===== config.mk =====
export PLATFORM = sky130hd
export DESIGN_NAME = rv_mem_rmw_sequencer
export DESIGN_NICKNAME = d
export VERILOG_FILES = /design/src/rtl/rv_mem_rmw_sequencer.sv
export SDC_FILE = /design/constraint.sdc
export NUM_CORES = 1
export LEC_CHECK = 0
export ABC_AREA = 1
export BUFFER_PORTS_ARGS = -buffer_cell sky130_fd_sc_hd__buf_2
export CORE_MARGIN = 3
export CORE_UTILIZATION = 52
export DETAILED_ROUTE_END_ITERATION = 10
export GPL_TIMING_DRIVEN = 0
export HOLD_SLACK_MARGIN = 0.06
export PLACE_DENSITY_LB_ADDON = 0.12
export REMOVE_ABC_BUFFERS = 1
export SYNTH_ARGS = -nofsm -noshare
export SYNTH_HDL_FRONTEND = slang
export SYNTH_SLANG_ARGS = --single-unit

===== constraint.sdc =====
create_clock -name clk -period 1.8 [get_ports clk]
set_input_delay 0.27 -clock clk [delete_from_list [all_inputs] [get_ports clk]]
set_output_delay 0.27 -clock clk [all_outputs]
set_load 0.03 [all_outputs]

===== src/rtl/rv_mem_rmw_sequencer.sv =====
// Byte-masked request front end: reads, full writes and read-modify-write partial writes
// on a word-level memory command/result stream. Define RV_MEM_RMW_WRITE_ACK_EN to acknowledge writes.
module rv_mem_rmw_sequencer #(
  parameter  int DATA_WIDTH = 32,
  parameter  int ADDR_WIDTH = 10,
  localparam int MASK_WIDTH = DATA_WIDTH / 8
) (
  input  logic                  clk,
  input  logic                  rst,
  // request side
  input  logic                  i_req_valid,
  output logic                  o_req_ready,
  input  logic                  i_req_op,
  input  logic [ADDR_WIDTH-1:0] i_req_addr,
  input  logic [DATA_WIDTH-1:0] i_req_data,
  input  logic [MASK_WIDTH-1:0] i_req_mask,
  // command stream to memory
  output logic                  o_cmd_valid,
  input  logic                  i_cmd_ready,
  output logic                  o_cmd_op,
  output logic [ADDR_WIDTH-1:0] o_cmd_addr,
  output logic [DATA_WIDTH-1:0] o_cmd_data,
  // result stream from memory
  input  logic                  i_res_valid,
  output logic                  o_res_ready,
  input  logic                  i_res_op,
  input  logic [ADDR_WIDTH-1:0] i_res_addr,
  input  logic [DATA_WIDTH-1:0] i_res_data,
  // response side
  output logic                  o_resp_valid,
  input  logic                  i_resp_ready,
  output logic [ADDR_WIDTH-1:0] o_resp_addr,
  output logic [DATA_WIDTH-1:0] o_resp_data
);

  localparam logic RV_MEM_READ  = 1'b0;
  localparam logic RV_MEM_WRITE = 1'b1;

`ifdef RV_MEM_RMW_WRITE_ACK_EN
  localparam logic ACK_EN = 1'b1;
`else
  localparam logic ACK_EN = 1'b0;
`endif

  typedef enum logic [2:0] {
    S_IDLE,
    S_RD_ISSUE,
    S_RD_WAIT,
    S_WR_ISSUE,
    S_RESP
  } state_t;

  state_t                  r_state;
  state_t                  w_state_nxt;

  // latched request
  logic                    r_op,        w_op_nxt;
  logic [ADDR_WIDTH-1:0]   r_addr,      w_addr_nxt;
  logic [DATA_WIDTH-1:0]   r_data,      w_data_nxt;
  logic [MASK_WIDTH-1:0]   r_mask,      w_mask_nxt;

  // registered outputs
  logic                    r_req_ready, w_req_ready_nxt;
  logic                    r_cmd_valid, w_cmd_valid_nxt;
  logic                    r_cmd_op,    w_cmd_op_nxt;
  logic [ADDR_WIDTH-1:0]   r_cmd_addr,  w_cmd_addr_nxt;
  logic [DATA_WIDTH-1:0]   r_cmd_data,  w_cmd_data_nxt;
  logic                    r_res_ready, w_res_ready_nxt;
  logic                    r_resp_valid, w_resp_valid_nxt;
  logic [ADDR_WIDTH-1:0]   r_resp_addr, w_resp_addr_nxt;
  logic [DATA_WIDTH-1:0]   r_resp_data, w_resp_data_nxt;

  logic                    w_accept;
  logic                    w_mask_full;
  logic                    w_mask_zero;
  logic                    w_res_hit;
  logic [DATA_WIDTH-1:0]   w_merged;

  assign w_accept    = i_req_valid && r_req_ready;
  assign w_mask_full = &i_req_mask;
  assign w_mask_zero = ~|i_req_mask;

  // Only a read result for the outstanding address belongs to this transaction.
  assign w_res_hit = i_res_valid && r_res_ready &&
                     (i_res_op == RV_MEM_READ) && (i_res_addr == r_addr);

  always_comb begin
    w_merged = i_res_data;
    for (int i = 0; i < MASK_WIDTH; i++) begin
      if (r_mask[i]) begin
        w_merged[8*i +: 8] = r_data[8*i +: 8];
      end
    end
  end

  always_comb begin
    // NOTE: every signal gets a hold/default value first so no path through the
    // case statement leaves it unassigned, which would otherwise infer a latch.
    w_state_nxt      = r_state;
    w_op_nxt         = r_op;
    w_addr_nxt       = r_addr;
    w_data_nxt       = r_data;
    w_mask_nxt       = r_mask;
    w_cmd_valid_nxt  = r_cmd_valid;
    w_cmd_op_nxt     = r_cmd_op;
    w_cmd_addr_nxt   = r_cmd_addr;
    w_cmd_data_nxt   = r_cmd_data;
    w_resp_valid_nxt = r_resp_valid;
    w_resp_addr_nxt  = r_resp_addr;
    w_resp_data_nxt  = r_resp_data;

    case (r_state)
      S_IDLE: begin
        if (w_accept) begin
          w_op_nxt   = i_req_op;
          w_addr_nxt = i_req_addr;
          w_data_nxt = i_req_data;
          w_mask_nxt = i_req_mask;
          if (i_req_op == RV_MEM_WRITE && w_mask_full) begin
            w_state_nxt     = S_WR_ISSUE;
            w_cmd_valid_nxt = 1'b1;
            w_cmd_op_nxt    = RV_MEM_WRITE;
            w_cmd_addr_nxt  = i_req_addr;
            w_cmd_data_nxt  = i_req_data;
          end else if (i_req_op == RV_MEM_READ || !w_mask_zero) begin
            w_state_nxt     = S_RD_ISSUE;
            w_cmd_valid_nxt = 1'b1;
            w_cmd_op_nxt    = RV_MEM_READ;
            w_cmd_addr_nxt  = i_req_addr;
          end else if (ACK_EN) begin
            // Empty write: nothing to store, acknowledge with a zero word.
            w_state_nxt      = S_RESP;
            w_resp_valid_nxt = 1'b1;
            w_resp_addr_nxt  = i_req_addr;
            w_resp_data_nxt  = '0;
          end
        end
      end

      S_RD_ISSUE: begin
        if (i_cmd_ready) begin
          w_cmd_valid_nxt = 1'b0;
          w_state_nxt     = S_RD_WAIT;
        end
      end

      S_RD_WAIT: begin
        if (w_res_hit) begin
          if (r_op == RV_MEM_READ) begin
            w_state_nxt      = S_RESP;
            w_resp_valid_nxt = 1'b1;
            w_resp_addr_nxt  = r_addr;
            w_resp_data_nxt  = i_res_data;
          end else begin
            w_state_nxt     = S_WR_ISSUE;
            w_cmd_valid_nxt = 1'b1;
            w_cmd_op_nxt    = RV_MEM_WRITE;
            w_cmd_addr_nxt  = r_addr;
            w_cmd_data_nxt  = w_merged;
          end
        end
      end

      S_WR_ISSUE: begin
        if (i_cmd_ready) begin
          w_cmd_valid_nxt = 1'b0;
          if (ACK_EN) begin
            w_state_nxt      = S_RESP;
            w_resp_valid_nxt = 1'b1;
            w_resp_addr_nxt  = r_addr;
            w_resp_data_nxt  = r_cmd_data;
          end else begin
            w_state_nxt = S_IDLE;
          end
        end
      end

      S_RESP: begin
        if (i_resp_ready) begin
          w_resp_valid_nxt = 1'b0;
          w_state_nxt      = S_IDLE;
        end
      end

      default: begin
        w_state_nxt      = S_IDLE;
        w_cmd_valid_nxt  = 1'b0;
        w_resp_valid_nxt = 1'b0;
      end
    endcase

    // Handshake-ready flags are registered copies of the upcoming state.
    w_req_ready_nxt = (w_state_nxt == S_IDLE);
    w_res_ready_nxt = (w_state_nxt == S_RD_WAIT);
  end

  // NOTE: state is updated with non-blocking assignments so every register
  // samples the pre-edge values, independent of statement order.
  always_ff @(posedge clk) begin
    if (rst) begin
      r_state      <= S_IDLE;
      r_op         <= RV_MEM_READ;
      r_addr       <= '0;
      r_data       <= '0;
      r_mask       <= '0;
      r_req_ready  <= 1'b0;
      r_cmd_valid  <= 1'b0;
      r_cmd_op     <= RV_MEM_READ;
      r_cmd_addr   <= '0;
      r_cmd_data   <= '0;
      r_res_ready  <= 1'b0;
      r_resp_valid <= 1'b0;
      r_resp_addr  <= '0;
      r_resp_data  <= '0;
    end else begin
      r_state      <= w_state_nxt;
      r_op         <= w_op_nxt;
      r_addr       <= w_addr_nxt;
      r_data       <= w_data_nxt;
      r_mask       <= w_mask_nxt;
      r_req_ready  <= w_req_ready_nxt;
      r_cmd_valid  <= w_cmd_valid_nxt;
      r_cmd_op     <= w_cmd_op_nxt;
      r_cmd_addr   <= w_cmd_addr_nxt;
      r_cmd_data   <= w_cmd_data_nxt;
      r_res_ready  <= w_res_ready_nxt;
      r_resp_valid <= w_resp_valid_nxt;
      r_resp_addr  <= w_resp_addr_nxt;
      r_resp_data  <= w_resp_data_nxt;
    end
  end

  assign o_req_ready  = r_req_ready;
  assign o_cmd_valid  = r_cmd_valid;
  assign o_cmd_op     = r_cmd_op;
  assign o_cmd_addr   = r_cmd_addr;
  assign o_cmd_data   = r_cmd_data;
  assign o_res_ready  = r_res_ready;
  assign o_resp_valid = r_resp_valid;
  assign o_resp_addr  = r_resp_addr;
  assign o_resp_data  = r_resp_data;

endmodule


== After elaboration in Yosys (flattened, before gate mapping) ==
Index checks and enable logic that the tools add are counted.
Operators by class
  equality and inequality tests: 14
  bitwise logic cells: 5
  mux-type cells: 39
  reductions and logical operators: 19
Operators with widths (count)
  $mux W32: 4
  $pmux W32 S2: 1
  $mux W10: 5
  $mux W8: 4
  $mux W3: 8
  $pmux W10 S2: 1
  $pmux W3 S5: 1
  $mux W1: 12
  $ne A2 B2 Y1 const B: 6
  $eq A10 B10 Y1: 1
  $reduce_and A5 Y1: 2
  $eq A3 B2 Y1 const B: 3
  $reduce_and A4 Y1: 2
  $logic_not A3 Y1: 2
  $reduce_and A6 Y1: 1
  $logic_and A1 B1 Y1: 5
  $not A1 Y1: 5
  $pmux W1 S4: 1
  $reduce_or A4 Y1: 1
  $eq A3 B1 Y1 const B: 1
  $eq A3 B3 Y1 const B: 1
  $ne A3 B3 Y1 const B: 1
  $pmux W1 S3: 1
  $reduce_and A3 Y1: 1
  7 further kinds: 7
Storage, ports and cells
  logic and storage cells: 91
  bits of input ports: 96
  bits in registers: 139

== Logic depth before layout (Yosys ltp) ==
Gate-level depths: netlist (run 1).
  depth in word-level cells: 7
  gate-level depth with buffers: 12
  depth with buffers taken out: 12

== Least setup slack after synthesis (run 1) ==
OpenSTA, ideal clock, no wires.
  path kind: register to register
  start: register r_res_ready (netlist: o_res_ready)
  end: register r_resp_data[10] (netlist: o_resp_data[10])
  setup time: 128 ps
  data required time: 1672 ps
  cell stages (with the launch flop): 11
  setup slack: 130 ps
  data arrival time: 1541 ps
  cell sequence: dfxtp_1 -> nand2_1 -> nor2_1 -> nand2_1 -> nor2_1 -> nand3_2 -> nor2_1 -> nand2_1 -> clkbuf_1 -> o21ai_0 -> a21oi_1
Between the ends
  word-level cells in the longest chain between the ends: 4
RTL lines
  start, declared: line 68  | logic r_res_ready, w_res_ready_nxt;
  start signal, assigned: line 226  | r_res_ready <= w_res_ready_nxt;
  $logic_and A1 B1 Y1 (2 in a row): line 84  | assign w_res_hit = i_res_valid && r_res_ready &&
  $logic_and A1 B1 Y1: line 85  | (i_res_op == RV_MEM_READ) && (i_res_addr == r_addr);
  $reduce_and A3 Y1 (no line)
  end signal, assigned: line 229  | r_resp_data <= w_resp_data_nxt;
  end, declared: line 71  | logic [DATA_WIDTH-1:0] r_resp_data, w_resp_data_nxt;
Every way passes these cells.
A chain may end at the register's enable or synchronous reset.

== Final worst setup path (run 1) ==
  start: register r_state[0]
  end: register r_res_ready (netlist: o_res_ready)
Between the ends
  word-level cells in the longest chain between the ends: 5
RTL lines
  start, declared: line 53  | state_t r_state;
  start signal, assigned: line 216  | r_state <= w_state_nxt;
  $mux W3: line 125  | end else if (i_req_op == RV_MEM_READ || !w_mask_zero) begin
  $mux W3: line 119  | if (i_req_op == RV_MEM_WRITE && w_mask_full) begin
  $mux W3: line 114  | if (w_accept) begin
  $pmux W3 S5 *: line 112  | case (r_state)
  $eq A3 B2 Y1 *: line 194  | w_res_ready_nxt = (w_state_nxt == S_RD_WAIT);
Mark *: on every way between the ends. The rest lies on a longest branch, timed or not.

==> flow_summary.yaml, run 1 <==
clock_tree:
  cts.path.max_buffers: 2
  clockRootBuffer: "clkbuf_16"
  cts_tree: "yes"
  cts_sinks: 139
  cts-buffers-inserted: 17
  clk_latency_ns: 0.42
  path_clk_slew_ns: 0.06
  cts.htree.levels: 4
final_layout:
  instances_no_fill: 1286
  final_common_cell: "nand2_1"
  layout-drive-gt1-share_pct: 25.5
  post-route-util_pct: 72.1
  final_cell_mix: "nand2_1, nor2_1, buf_2"
  syn_to_final_growth_pct: 34.1
  nNetsFinal: 1225
yosys:
  syn-mean-instance-area_sq_um: 6.61
  synth_cells: 941
  synthDistinctLibCells: 29
  synth.top_cells.by_area: "dfxtp_1, nand2_1, nor2_1"
  synth_xor_area_share_pct: 0.282
  muxShareOfSynthArea_pct: 0
  synth_fa_ha_area_share_pct: 0
  synth_top_family_by_area: "simple AND/OR/NAND/NOR gates"
  ys_seq_area_share_pct: 44.7
  yosys.area_share.simple_pct: 28.4
  ys_warn_count: 0
  synth_compound_area_share_pct: 15.5
  yosysTopAreaCell: "dfxtp_1"
  synth.top_cell.area_share_pct: 44.7
  synth_seq_cells: 139
  synth_area_sq_um: 6220
worst_setup_path:
  critPathKind: "reg2reg"
  startpoint_type: "register"
  crit_chain: "nor2_4, inv_4, nor3_4, bufinv_16, o211a_1, nand3_1, nand2_1, nor2_1"
  ff2ff_path_depth: 8
  max_stage_delay_ns: 0.36
  path_buf_inv: 2
  worstPathRequired_ns: 2.14
  reg2reg_slack_ns: -0.06
  cp_data_arrival_time_ns: 2.20
  timing.rr.start: "r_state[0]"
  crit_fanout: 31
  crit_path_end_kind: "register"
  cp_slowest_cell: "dfxtp_2"
  r2r_end: "o_res_ready"
  crit_family: "simple AND/OR/NAND/NOR gates"
floorplan:
  die_h_microns: 115
  die_area_sq_um: 13300
  ioPinCount: 185
  coreArea_sq_um: 11600
  rows: 39
  floorplan.initialDensity_pct: 53.8
  die_x_microns: 115
job:
  max_cap_viol_count: 0
place:
  place_hpwl_microns: 10500
  io_buffer_count: 184
  dp.cells: 1218
  gp_congestion: 0.845
timing:
  rsz0062_at_grt: "true"
  max_freq_mhz: 539
  hold_ws_ns: 0.0916
  skew_ns: 0.0101
  slew_violations: 0
  fin_crit_sh_pct: 103
  timing.final.ws_setup_ns: -0.0568
  worst_slew_pin_slew_ns: 0.755
  fin_crit_ns: 1.86
  setup_viol: 1
  hold_viol: 0
  relSlewSlack_pct: 49.5
grt:
  grt_pass1_wl_microns: 29700
  grt_max_degree: 89
  grt_overflow: 0
  grt_pass1_vias: 5984
  antenna_found_initial: 1
  grt_usage_pct: 28.5
power_and_ir_drop:
  cellPowerDensity_nw_per_um2: 998
  leakage_nw: 4.16
  ir_drop_mv: 0.709
min_path:
  holdCritStartpoint: "i_req_data[24]"
  holdPathEnd: "r_data[24]"
  hp-class: "in2reg"
  min_path_cells: 3
routing:
  drc: 0
  post_drt_wl_per_cell_microns: 15.4
  via_per_inst: 5.15
  first_iter_violations: 711
  num_vias: 6623
  wirelength_microns: 19800
  drtPass1Iterations: 6
  ant_nets: 0
run_status:
  status: "finished, violations left"
  violations: "setup timing"
==> cells in the mapped netlist <==
master,number
inv_1,109
nor2_2,2
a31oi_1,32
buf_6,3
buf_4,3
nor2_1,203
buf_2,10
nand4_1,6
o21ai_0,99
nand2_4,1
nand3_2,1
clkinv_1,3
nand3b_1,1
xor2_1,1
and3_1,1
a21oi_1,52
o211a_1,1
nand4_2,1
nand4_4,1
nor3_1,4
nor4_1,1
nand2_1,216
clkbuf_1,33
inv_2,7
nand3_1,6
buf_1,3
xnor2_1,1
dfxtp_1,139
nor3_4,1
==> metrics by stage <==
stage / worst slack [ns] / setup TNS (ns) / total power [W] / cell area, sq um
floorplan: -0.916 / -79.54 / 0.00424 / 5980
global placement: -2.40 / -258.55 / 0.00465 / 7080
detailed placement: -1.96 / -200.17 / 0.00467 / 7140
CTS: -0.0903 / -3.41 / 0.00823 / 8070
global route: -0.126 / -3.58 / 0.00868 / 8340
finish: -0.0568 / -0.0568 / 0.00833 / 8340
==> tightest hold or removal path, stage by stage <==
cell and delay, ns:
buf_2 0.09, nor2_1 0.04, nor2_1 0.08
==> sequential cells by signal, summed over array words and instances, names as in the netlist <==
register / flops
o_cmd_data: 32
o_resp_data: 32
r_data: 32
o_cmd_addr: 10
o_resp_addr: 10
r_addr: 10
r_mask: 4
r_state: 3
o_cmd_op: 1
o_cmd_valid: 1
o_req_ready: 1
o_res_ready: 1
o_resp_valid: 1
r_op: 1
==> kinds of logic after synthesis <==
family | after synthesis
simple gates | 445
compound gates | 184
buf+inv | 171
flops | 139
xor+xnor | 2
==> metal layers <==
| layer | up-vias | global-route usage [%] | share of wire [%] |
|---|---|---|---|
| met5 | - | 0 | 0 |
| met4 | 0 | 10.8 | 1.9 |
| met3 | 34 | 7.37 | 8.3 |
| met2 | 294 | 44.8 | 46 |
| met1 | 2951 | 37.9 | 44 |
| li1 | 3344 | - | - |
==> area by class of cell <==
cell class	count	area (sq um)
Multi-Input combinational cell	639	3030
Timing Repair inverter	3	26.3
Clock inverter	5	55.1
Clock buffer	27	533
Timing Repair Buffer	210	1230
Tap cell	143	179
Fill cell	994	3230
Inverter	119	494
Sequential cell	139	2790
Antenna cell	1	2.50
==> worst max path at each step <==
| stage | slack [ns] | end | cells past startpoint | start |
|---|---|---|---|---|
| global placement | -2.40 | o_resp_data[13] | 4 | r_state[1] |
| global route | -0.13 | o_res_ready | 13 | r_addr[4] |
| detailed placement | -1.96 | o_resp_data[23] | 5 | r_state[1] |
| finish | -0.06 | o_res_ready | 8 | r_state[0] |
| floorplan | -0.92 | o_resp_data[0] | 5 | r_state[1] |
| CTS | -0.09 | o_resp_addr[7] | 9 | o_res_ready |
==> power breakdown <==
part	switching (W)	leakage [nW]	internal [W]
registers	0.000146	1.13	0.00329
logic	0.000972	2.74	0.000488
clock network	0.00128	0.286	0.00215
total	0.00240	4.16	0.00593
==> what timing repair did <==
item                       in CTS  in global routing
buffers inserted               13                 11
hold buffers                    0                  0
gates cloned                    8                  3
pin swaps                       9                 10
resized for setup              25                 71
setup endpoints to repair     139                 99
(Power assumes the default switching activity.)
==> run 2: changes to the inputs <==
- CORE_UTILIZATION: 52 -> 56
- clock period: 1.8 -> 2.39 ns (I/O delays scaled with it)
==> flow_summary.yaml, run 2 (synthesis results as in run 1) <==
clock_tree:
  cts_tree: "yes"
  path_clk_slew_ns: 0.06
  clockRootBuffer: "clkbuf_8"
  cts.htree.levels: 4
  cts.path.max_buffers: 2
  cts_sinks: 139
  cts-buffers-inserted: 17
  clk_latency_ns: 0.53
final_layout:
  final_common_cell: "nand2_1"
  syn_to_final_growth_pct: 25.6
  post-route-util_pct: 74.0
  fillCellCount: 908
  final_cell_mix: "nand2_1, nor2_1, buf_2"
  layout-drive-gt1-share_pct: 20.8
  instances_no_fill: 1251
  nNetsFinal: 1200
  diodes: 0
timing:
  worst_slew_pin_slew_ns: 1.18
  hold_ws_ns: 0.0703
  setup_viol: 0
  slew_violations: 0
  rsz0062_at_grt: "false"
  fin_crit_ns: 2.16
  hold_viol: 0
  skew_ns: 0.00473
  max_freq_mhz: 463
  relSlewSlack_pct: 21.1
  fin_crit_sh_pct: 90.3
routing:
  ant_nets: 0
  num_vias: 6351
  wirelength_microns: 17400
  drc: 0
  via_per_inst: 5.08
  first_iter_violations: 424
  post_drt_wl_per_cell_microns: 13.9
  drtPass1Iterations: 5
place:
  dp.cells: 1211
  io_buffer_count: 184
  place_hpwl_microns: 10300
  gp_congestion: 0.883
grt:
  grt_usage_pct: 27.1
  grt_pass1_vias: 5736
  grt_max_degree: 78
  grt_pass1_wl_microns: 27500
  grt_overflow: 0
  antenna_found_initial: 0
power_and_ir_drop:
  switching_share_pct: 28.6
  combPwrFrac_pct: 16.3
  power.switching_w: 0.00169
  power.share.sequential_pct: 43.5
  ir_drop_mv: 0.517
  p_int_w: 0.00423
  clkPwrFrac_pct: 40.2
  leakage_nw: 3.97
  cellPowerDensity_nw_per_um2: 758
worst_setup_path:
  crit_start: "r_state[0]"
  reg2reg_slack_ns: 0.23
  crit_chain: "nor2_1, nand2_4, clkinv_8, nand2_4, nand4_4, nor2_1, nor2_1"
  critPathKind: "reg2reg"
  startpoint_type: "register"
  crit_fanout: 68
  r2r_end: "o_cmd_data[2]"
  cp_data_arrival_time_ns: 2.58
  crit_path_end_kind: "register"
  worstPathRequired_ns: 2.81
  cp_slowest_cell: "dfxtp_1"
  max_stage_delay_ns: 0.42
  path_common_cell: "nor2_1"
  timing.rr.start: "r_state[0]"
  crit_end: "o_cmd_data[2]"
  ff2ff_path_depth: 7
floorplan:
  die_area_sq_um: 12400
  rows: 37
  die_h_microns: 111
  floorplan.initialDensity_pct: 58.9
  ioPinCount: 185
  die_x_microns: 111
  coreArea_sq_um: 10600
min_path:
  min_path_cells: 3
  hp-class: "in2reg"
run_status:
  status: "finished clean"
job:
  max_cap_viol_count: 0
run 2: cell types whose count changed in the layout (fill, tap and decap cells not counted), moves of 5 or more:
cell,previous run,this run
dfxtp_1,133,139
dfxtp_2,6,0
nor2_1,196,203
o21ai_0,63,99
buf_12,5,0
clkbuf_1,3,8
buf_4,16,2
o21ai_1,35,0
nand2_8,5,0
run 2: final cells by class:
| type | instances | area (sq um) | area share (%) |
|---|---|---|---|
| multi-input combinational | 635 | 2850 | 36.5 |
| sequential | 139 | 2780 | 35.6 |
| timing repair buffer | 192 | 1020 | 13.0 |
| clock buffer | 28 | 485 | 6.22 |
| inverter | 119 | 464 | 5.94 |
| tap | 136 | 170 | 2.18 |
| clock inverter | 2 | 35.0 | 0.449 |
run 2: repair_timing:
action	in CTS	in global routing
buffers inserted	2	0
gates cloned	2	2
endpoints found under the hold margin	4	0
setup endpoints to repair	138	88
hold buffers	4	0
pin swaps	2	2
resized for setup	8	7
run 2: worst min path at each step:
stage	slack [ns]	end	from
6_report	0.07	r_data[27]	i_req_data[27]
3_3_place_gp	0.43	o_resp_data[21]	o_resp_data[21]
5_1_grt	0.07	r_data[10]	i_req_data[10]
2_1_floorplan	0.43	o_cmd_op	rst
3_5_place_dp	0.43	o_resp_data[22]	o_resp_data[22]
4_1_cts	0.06	r_data[27]	i_req_data[27]
run 2: worst max-delay path: cells and delay by family (launching register included):
family,cells,cell delay (ns)
buffers and inverters,1,0.28
flip-flops,1,0.42
AND/OR/NAND/NOR,6,1.34
run 2: power groups by stage:
stage / sequential, W / combinational (W) / clock (W)
after floorplan: 0.00272 / 0.000473 / 0
after global placement: 0.00261 / 0.000884 / 0
after detailed placement: 0.00262 / 0.000894 / 0
after CTS: 0.00257 / 0.000932 / 0.00239
after global routing: 0.00260 / 0.00108 / 0.00251
final: 0.00257 / 0.000964 / 0.00238
run 2: per-layer routing:
metal | wire, microns | vias up | track usage [%] | part of all wire (%)
li1 | - | 3279 | - | -
met1 | 7780 | 2834 | 35.6 | 45
met2 | 8200 | 219 | 44.3 | 47
met3 | 1110 | 19 | 6.36 | 6.4
met4 | 274 | 0 | 8.60 | 1.6
met5 | 0 | - | 0 | 0
run 2: stage by stage:
step                      total power (W)  cell area (sq um)  setup TNS (ns)  setup WS, ns
after floorplan                   0.00320               5980          -14.06        -0.326
final                             0.00592               7810               0         0.232
after global placement            0.00350               7070         -171.38         -1.69
after detailed placement          0.00351               7120         -101.50         -1.26
after CTS                         0.00590               7740               0        0.0245
after global routing              0.00618               7810               0        0.0466
==> run 3: changes to the inputs <==
- CORE_UTILIZATION: 56 -> 40
==> flow_summary.yaml, run 3 (synthesis results as in run 1) <==
run_status:
  status: "finished clean"
worst_setup_path:
  ff2ff_path_depth: 5
  timing.rr.start: "r_state[1]"
  worstPathRequired_ns: 2.70
  cp_data_arrival_time_ns: 2.49
  crit_family: "simple AND/OR/NAND/NOR gates"
  r2r_end: "o_cmd_data[23]"
  max_stage_delay_ns: 0.59
  path_buf_inv: 0
  critPathKind: "reg2reg"
  crit_chain: "nand2_4, nand2_1, nand4_4, nor2_1, nor2_1"
  path_common_cell: "nor2_1"
  reg2reg_slack_ns: 0.20
  cp_slowest_cell: "dfxtp_1"
  startpoint_type: "register"
  crit_path_end_kind: "register"
  crit_fanout: 32
power_and_ir_drop:
  leakage_nw: 4.01
  combPwrFrac_pct: 15.1
  ir_drop_mv: 0.496
  cellPowerDensity_nw_per_um2: 788
  power.share.sequential_pct: 41.2
  switching_share_pct: 27.6
  p_total_w: 0.00623
  clkPwrFrac_pct: 43.7
  p_int_w: 0.00451
  power.switching_w: 0.00172
routing:
  drc: 0
  wirelength_microns: 17800
  drtPass1Iterations: 5
  num_vias: 6146
  ant_nets: 0
  post_drt_wl_per_cell_microns: 13.7
  via_per_inst: 4.74
  first_iter_violations: 415
final_layout:
  nNetsFinal: 1196
  fillCellCount: 1507
  diodes: 0
  final_cell_mix: "nand2_1, nor2_1, buf_2"
  syn_to_final_growth_pct: 27.2
  final_common_cell: "nand2_1"
  instances_no_fill: 1296
  layout-drive-gt1-share_pct: 21.4
grt:
  grt_max_degree: 69
  grt_usage_pct: 20.7
  grt_pass1_wl_microns: 27700
  grt_pass1_vias: 5609
  antenna_found_initial: 1
  grt_overflow: 0
clock_tree:
  cts-buffers-inserted: 17
  path_clk_slew_ns: 0.06
  clk_latency_ns: 0.42
  cts_sinks: 139
  clockRootBuffer: "clkbuf_16"
  cts_tree: "yes"
  cts.htree.levels: 4
  hold_buffers: 0
  cts.path.max_buffers: 2
floorplan:
  ioPinCount: 185
  rows: 44
  die_h_microns: 131
  floorplan.initialDensity_pct: 41.8
  die_area_sq_um: 17100
  die_x_microns: 131
  coreArea_sq_um: 14900
timing:
  skew_ns: 0.00589
  hold_viol: 0
  tns_ns: 0
  setup_viol: 0
  worst_slew_pin_slew_ns: 0.806
  fin_crit_ns: 2.19
  max_freq_mhz: 457
  relSlewSlack_pct: 46.1
  rsz0062_at_grt: "true"
  fin_crit_sh_pct: 91.5
  slew_violations: 0
min_path:
  hp-class: "in2reg"
  holdCritStartpoint: "i_req_data[16]"
  holdPathEnd: "r_data[16]"
  min_path_cells: 3
job:
  max_cap_viol_count: 0
place:
  dp.cells: 1260
  io_buffer_count: 184
  place_hpwl_microns: 11000
  gp_congestion: 0.741
## run 3: metrics by stage
stage / setup slack [ns] / instance area (sq um) / util [%] / hold slack, ns
floorplan: -0.326 / 5980 / - / 0.428
global placement: -1.96 / 7130 / 48.0 / 0.429
detailed placement: -1.44 / 7210 / 48.5 / 0.432
CTS: 0.127 / 7890 / 53.1 / 0.160
global route: -0.0373 / 7910 / 53.2 / 0.179
finish: 0.203 / 7910 / 53.2 / 0.183
## run 3: how the worst max path moves through the flow
stage | slack, ns | startpoint | endpoint | cells after the start
5_1_grt | -0.04 | r_state[1] | o_cmd_data[29] | 6
6_report | 0.20 | r_state[1] | o_cmd_data[23] | 5
3_3_place_gp | -1.96 | r_state[1] | o_resp_data[29] | 4
2_1_floorplan | -0.33 | r_state[1] | o_resp_data[0] | 5
4_1_cts | 0.13 | r_state[1] | o_cmd_addr[9] | 6
3_5_place_dp | -1.44 | r_state[1] | o_resp_data[28] | 5
## run 3: final cells by class
type	count	area (sq um)	share of cell area, %
Inverter	119	464	5.87
Sequential cell	139	2780	35.2
Clock inverter	7	113	1.42
Tap cell	184	230	2.91
Clock buffer	24	492	6.22
Multi-Input combinational cell	633	2810	35.5
Timing Repair Buffer	190	1020	12.9
## run 3: worst register-to-register path, stage by stage, from the launching register on
cell,delay (ns)
dfxtp_1,0.59
nand2_4,0.28
nand2_1,0.31
nand4_4,0.54
nor2_1,0.29
nor2_1,0.07
## run 3: power groups by stage
stage          clock network (W)  registers (W)  logic [W]
6_report                 0.00272        0.00257   0.000939
3_3_place_gp                   0        0.00261   0.000905
2_1_floorplan                  0        0.00272   0.000473
5_1_grt                  0.00286        0.00259    0.00106
4_1_cts                  0.00277        0.00257   0.000944
3_5_place_dp                   0        0.00262   0.000909
## run 3: repair_timing
action,in CTS,in global routing
gates cloned,2,0
pin swaps,2,1
setup buffers,3,0
gates resized for setup,9,4
endpoints found under the setup margin,138,30
## run 3: metal layers
| layer | up-vias | wire length, microns | global-route usage, % |
|---|---|---|---|
| met4 | 2 | 255 | 7.26 |
| met3 | 20 | 984 | 5.16 |
| met5 | - | 13 | 0 |
| met2 | 154 | 7880 | 33.1 |
| li1 | 3265 | - | - |
| met1 | 2705 | 8630 | 27.4 |
